--- config.mk ---
export PLATFORM = sky130hd
export DESIGN_NAME = aes_inv_addkey_stage
export DESIGN_NICKNAME = d
export VERILOG_FILES = /design/src/rtl/aes_pkg.sv /design/src/rtl/aes_skid_buf.sv /design/src/rtl/aes_inv_addkey_stage.sv
export SDC_FILE = /design/constraint.sdc
export NUM_CORES = 1
export LEC_CHECK = 0
export ABC_CLOCK_PERIOD_IN_PS = 1900
export CAP_MARGIN = 20
export CELL_PAD_IN_SITES_DETAIL_PLACEMENT = 0
export CELL_PAD_IN_SITES_GLOBAL_PLACEMENT = 1
export CORE_ASPECT_RATIO = 0.7
export CORE_MARGIN = 2
export CORE_UTILIZATION = 34
export DETAILED_ROUTE_END_ITERATION = 16
export GPL_TIMING_DRIVEN = 0
export PLACE_DENSITY = 0.86
export SLEW_MARGIN = 0
export SYNTH_ARGS = -nofsm -noshare
export SYNTH_HDL_FRONTEND = slang
export SYNTH_SLANG_ARGS = --single-unit
--- constraint.sdc ---
create_clock -name clk -period 1.9 [get_ports clk]
set_clock_uncertainty 0.1 [all_clocks]
set_input_delay 0.19 -clock clk [delete_from_list [all_inputs] [get_ports clk]]
set_output_delay 0.19 -clock clk [all_outputs]
set_load 0.005 [all_outputs]
--- src/rtl/aes_pkg.sv ---
// Shared types and round-count constants for the AES inverse-cipher datapath.
package aes_pkg;

  localparam int AES_NR128 = 10;
  localparam int AES_NR192 = 12;
  localparam int AES_NR256 = 14;

  typedef logic [127:0] aes_state_t;

  typedef struct packed {
    aes_state_t state;
    logic       mix;
    logic       last;
    logic [3:0] round;
  } aes_beat_t;

  typedef enum logic {
    ST_IDLE = 1'b0,
    ST_RUN  = 1'b1
  } aes_ctl_st_t;

endpackage

--- src/rtl/aes_skid_buf.sv ---
// Two-entry valid/ready buffer: output register plus one skid entry, 1-cycle latency.
// o_rdy is registered (skid empty), so at most one beat lands after i_rdy falls.
module aes_skid_buf #(
  parameter type T = logic [7:0]
) (
  input  logic clk,
  input  logic rst_n,
  input  logic i_vld,
  output logic o_rdy,
  input  T     i_dat,
  output logic o_vld,
  input  logic i_rdy,
  output T     o_dat
);

  logic r_out_vld;
  logic r_skid_vld;
  T     r_out_dat;
  T     r_skid_dat;
  logic w_acc;

  assign w_acc = i_vld && !r_skid_vld;
  assign o_rdy = !r_skid_vld;
  assign o_vld = r_out_vld;
  assign o_dat = r_out_dat;

  always_ff @(posedge clk or negedge rst_n) begin
    if (!rst_n) begin
      r_out_vld  <= 1'b0;
      r_out_dat  <= '0;
      r_skid_vld <= 1'b0;
      r_skid_dat <= '0;
    end else if (r_skid_vld) begin
      // Input is closed while the skid entry is occupied; it only drains.
      if (i_rdy) begin
        r_out_dat  <= r_skid_dat;
        r_skid_vld <= 1'b0;
      end
    end else if (!r_out_vld || i_rdy) begin
      r_out_vld <= w_acc;
      if (w_acc) begin
        r_out_dat <= i_dat;
      end
    end else if (w_acc) begin
      r_skid_vld <= 1'b1;
      r_skid_dat <= i_dat;
    end
  end

endmodule

--- src/rtl/aes_inv_addkey_stage.sv ---
// Registered AddRoundKey stage with per-block round tracking, 1-cycle latency.
// Output decoupled by a two-entry skid buffer; in_ready is registered.
module aes_inv_addkey_stage
  import aes_pkg::*;
#(
  parameter int NR = AES_NR128
) (
  input  logic         clk,
  input  logic         rst_n,
  input  logic         in_valid,
  output logic         in_ready,
  input  logic         in_first,
  input  logic [127:0] in_state,
  output logic [3:0]   rk_idx,
  input  logic [127:0] rk,
  output logic         out_valid,
  input  logic         out_ready,
  output logic [127:0] out_state,
  output logic         out_mix,
  output logic         out_last,
  output logic [3:0]   out_round,
  output logic         err
);

  localparam logic [3:0] NR_L  = 4'(NR);
  localparam logic [3:0] NR_M1 = 4'(NR - 1);

  aes_ctl_st_t r_state;
  aes_ctl_st_t w_nxt_state;
  logic [3:0]  r_cnt;
  logic [3:0]  w_nxt_cnt;
  logic [3:0]  w_round;
  logic        r_err;
  logic        w_err_set;
  logic        w_acc;
  logic        w_emit;
  logic        w_buf_vld;
  logic        w_buf_rdy;
  aes_beat_t   w_beat;
  aes_beat_t   w_out_beat;

  assign w_acc = in_valid && w_buf_rdy;

  always_ff @(posedge clk or negedge rst_n) begin
    if (!rst_n) begin
      r_state <= ST_IDLE;
      r_cnt   <= '0;
      r_err   <= 1'b0;
    end else begin
      r_state <= w_nxt_state;
      r_cnt   <= w_nxt_cnt;
      r_err   <= r_err | w_err_set;
    end
  end

  always_comb begin
    w_nxt_state = r_state;
    w_nxt_cnt   = r_cnt;
    w_err_set   = 1'b0;
    if (w_acc) begin
      if (in_first) begin
        // A ciphertext beat mid-block abandons the old block and restarts.
        w_err_set   = (r_state == ST_RUN);
        w_nxt_state = ST_RUN;
        w_nxt_cnt   = NR_M1;
      end else if (r_state == ST_IDLE) begin
        w_err_set = 1'b1;
      end else if (r_cnt == 4'd0) begin
        w_nxt_state = ST_IDLE;
      end else begin
        w_nxt_cnt = r_cnt - 4'd1;
      end
    end
  end

  always_comb begin
    w_round      = (in_first || r_state == ST_IDLE) ? NR_L : r_cnt;
    w_emit       = in_first || (r_state == ST_RUN);
    w_buf_vld    = in_valid && w_emit;
    w_beat.state = in_state ^ rk;
    w_beat.mix   = (w_round != 4'd0) && (w_round != NR_L);
    w_beat.last  = (w_round == 4'd0);
    w_beat.round = w_round;
  end

  aes_skid_buf #(
    .T(aes_beat_t)
  ) u_skid (
    .clk   (clk),
    .rst_n (rst_n),
    .i_vld (w_buf_vld),
    .o_rdy (w_buf_rdy),
    .i_dat (w_beat),
    .o_vld (out_valid),
    .i_rdy (out_ready),
    .o_dat (w_out_beat)
  );

  assign in_ready  = w_buf_rdy;
  assign rk_idx    = w_round;
  assign out_state = w_out_beat.state;
  assign out_mix   = w_out_beat.mix;
  assign out_last  = w_out_beat.last;
  assign out_round = w_out_beat.round;
  assign err       = r_err;

endmodule
==> results of run 1 <==
-- worst max-delay path, delay by kind of cell, from the launching register on --
family	cells	cell delay (ps)
buffers and inverters	3	410
muxes	1	350
DFF	1	400
adders and majority gates	1	180
and+or+nand+nor	1	130
AOI/OAI and AO/OA	1	230
-- cells by family (layout without fill, tap and decap cells) --
kind of cell	after synthesis	count (layout)
mux	357	357
simple gates	64	64
fa+ha+maj	4	4
xor+xnor	129	129
flops	276	276
compound gates	60	60
buf+inv	189	674
-- layout by cell type (no fill, tap or decap), types with 2 or more instances in the layout --
cell type | netlist | routed
buf_6 | 1 | 17
buf_8 | 0 | 2
buf_2 | 30 | 2
nand2b_4 | 0 | 2
clkbuf_1 | 9 | 17
nor2_1 | 5 | 5
ha_1 | 4 | 2
o21ai_0 | 45 | 45
dfrtp_1 | 276 | 273
clkbuf_16 | 0 | 39
ha_4 | 0 | 2
bufinv_16 | 0 | 2
o21bai_1 | 2 | 2
buf_4 | 13 | 36
buf_12 | 0 | 13
clkinvlp_4 | 0 | 2
xor2_1 | 87 | 87
inv_1 | 135 | 134
xnor2_1 | 42 | 42
mux2_2 | 136 | 136
mux2_4 | 7 | 7
nand2_1 | 43 | 43
clkdlybuf4s50_1 | 0 | 394
dfrtp_2 | 0 | 3
a21oi_1 | 4 | 4
mux2i_1 | 214 | 213
clkbuf_8 | 0 | 7
and2_4 | 0 | 3
buf_16 | 0 | 3
-- power breakdown --
part | internal, mW | switching, mW | total (mW)
Clock | 3.34 | 2.39 | 5.73
Sequential | 8.81 | 1.55 | 10.4
Combinational | 6.34 | 3.96 | 10.3
-- registers in the layout, summed over array words and instances (netlist names) --
register / count
r_state: 1
err: 1
r_cnt: 4
u_skid.r_skid_dat: 134
u_skid.r_skid_vld: 1
u_skid.o_dat: 134
u_skid.o_vld: 1
-- stage by stage --
step	hold WS (ps)	cell area, um2	utilization	std cells
after global routing	54.8	19800	0.514	2091
after floorplan	-206	13300	-	1079
final	36.4	19800	0.514	2091
after detailed placement	19.7	18000	0.468	2009
after global placement	369	18000	0.467	2007
after CTS	23.6	19400	0.503	2066
-- how the worst max path moves through the flow --
stage | end | slack (ps) | depth (start not counted)
2_1_floorplan | u_skid.r_skid_dat[84]$_DFFE_PN0P_ | 30 | 7
3_3_place_gp | u_skid.o_dat[35]$_DFFE_PN0P_ | -11530 | 1
3_5_place_dp | u_skid.r_skid_dat[90]$_DFFE_PN0P_ | -1060 | 8
4_1_cts | in_ready | -60 | 5
5_1_grt | u_skid.o_dat[100]$_DFFE_PN0P_ | -70 | 7
6_report | u_skid.o_dat[126]$_DFFE_PN0P_ | -20 | 7
-- metal layers --
metal	global-route usage	vias up	wire [um]
li1	-	4504	-
met1	0.221	4691	16100
met2	0.287	228	17100
met3	0.0348	49	1880
met4	0.0432	0	890
met5	0	-	0
-- what timing repair did --
action / CTS / global route
hold buffers: 1 / 0
gates resized for setup: 108 / 28
pin swaps: 3 / 4
hold endpoints to repair: 276 / 0
setup endpoints to repair: 276 / 259
gates cloned: 0 / 10
setup buffers: 6 / 16
-- layout make-up --
type,count,share of cell area
Tap cell,527,0.0333
Buffer,52,0.0301
Timing Repair Buffer,436,0.227
Clock inverter,6,0.00449
Inverter,136,0.0262
Clock buffer,44,0.0431
Sequential cell,276,0.349
Multi-Input combinational cell,614,0.286
==> results.toml, run 1 <==
[yosys]
netlist_area_um2 = 13300
postSynthAreaPerCell_um2 = 12.3
synth_flop_cell = "dfrtp_1"
synthesis.nets = 1344
yosysMostFrequentCell = "dfrtp_1"
yosys_warnings = 0
syn_inst = 1079
synth_fa_ha_area_frac = 0.00376
synthXorXnorAreaFrac = 0.0849
ys_seq_area_frac = 0.519
synth_area_leaders = "dfrtp_1 52%, mux2i_1 16%, mux2_2 12%"
synth_cell_type_count = 38
synth_top_cell_area_share = 0.519
synthSimpleGateAreaFrac = 0.0228
synth-edff-count = 0
synth_mux_area_frac = 0.284
synth_top_cell_by_area = "dfrtp_1"
synth_compound_area_frac = 0.0254
synth_async_sr_flop_share = 1.00
ys_top_cells_by_count = "276 x dfrtp_1, 214 x mux2i_1, 136 x mux2_2"
ys_ff_latch = 276
synth_top_family_by_area = "multiplexers"

[detailed_routing]
drt_first_pass_iters = 6
finalWirelength_um = 35900
first_iter_violations = 389
wl_per_cell_um = 17.2
via_per_inst = 4.53
via_count = 9472
drc = 0
postRouteAntennaNets = 0

[sta]
slew_headroom = 0.551
rsz0062_at_grt = "yes"
fmax_ghz = 0.522
fin_crit_sh = 1.01
worst_pin_slew_ps = 674
layout_setup_ws_ps = -16.7
post-route-min-period_ps = 1920
finalSetupViolCount = 42
maxSlewViolCount = 0
tns_ps = -309
hold_viol = 0

[clocking]
clk_path_buf_depth = 3
cts_buffers = 29
cts_sinks = 276
h-tree-depth = 1
clock_latency_ps = 550
cts-root-buf = "clkbuf_16"
clk_pin_slew_ps = 60
cts_tree = "yes"

[cells_and_area]
fillers = 3354
drive_above_1_share = 0.184
final-seq-area_um2 = 6910
nets = 1810
syn_to_final_growth_pct = 48.7
antenna_cells = 0
multi_input_area_um2 = 5670

[critical_path]
crit_path_max_fanout = 10
setup.worst_path.start = "r_state$_DFFE_PN0P_"
worstSetupEndpointType = "flop"
crit_arrival_ps = 2250
crit_chain = "inv_2 > ha_4 > nor2b_2 > o22a_2 > buf_12 > buf_6 > mux2_2"
regToRegStartpoint = "r_state$_DFFE_PN0P_"
slowest_stage = "dfrtp_1"
r2r-end = "u_skid.o_dat[126]$_DFFE_PN0P_"
critPathKind = "flop to flop"
required_ps = 2230
cp_slowest_stage_delay_ps = 400
r2r_slack_ps = -20
startpoint_type = "flop"
r2r.worst_path.cells = 7

[worst_hold_path]
hold_path_class = "input pin to async pin"

[power]
power_density_nw_per_um2 = 1330
peakVddDrop_mv = 0.678
finalPower_mw = 26.4
power.leakage_nw = 9.41

[die]
initial_utilization = 0.346
die-area_um2 = 40800
dieHeight_um = 170
core_um2 = 38500
ios = 402
die_w_um = 240
fp-row-count = 60

[place]
port_buffers = 401
gp_congestion = 0.760
dp_hpwl_um = 25800
pre_cts_ws_ps = -1060

[global_routing]
gr-total-overflow = 0
grt_usage = 0.170
antenna_found_initial = 0
grt_pass1_wl_um = 54600
grt_max_degree = 118
grt_pass1_vias = 9980

[run]
max_cap_viol_count = 0

[status]
status = "finished, violations left"
violations = "negative setup slack"
No activity file was read; power rests on OpenSTA's default activity.
==> run 2, diff against run 1 <==
Settings changed: ABC_CLOCK_PERIOD_IN_PS 1900 to unset, CAP_MARGIN 20 to unset.
==> results of run 2 <==
Final layout, timing and power as in run 1 (identical DEF).
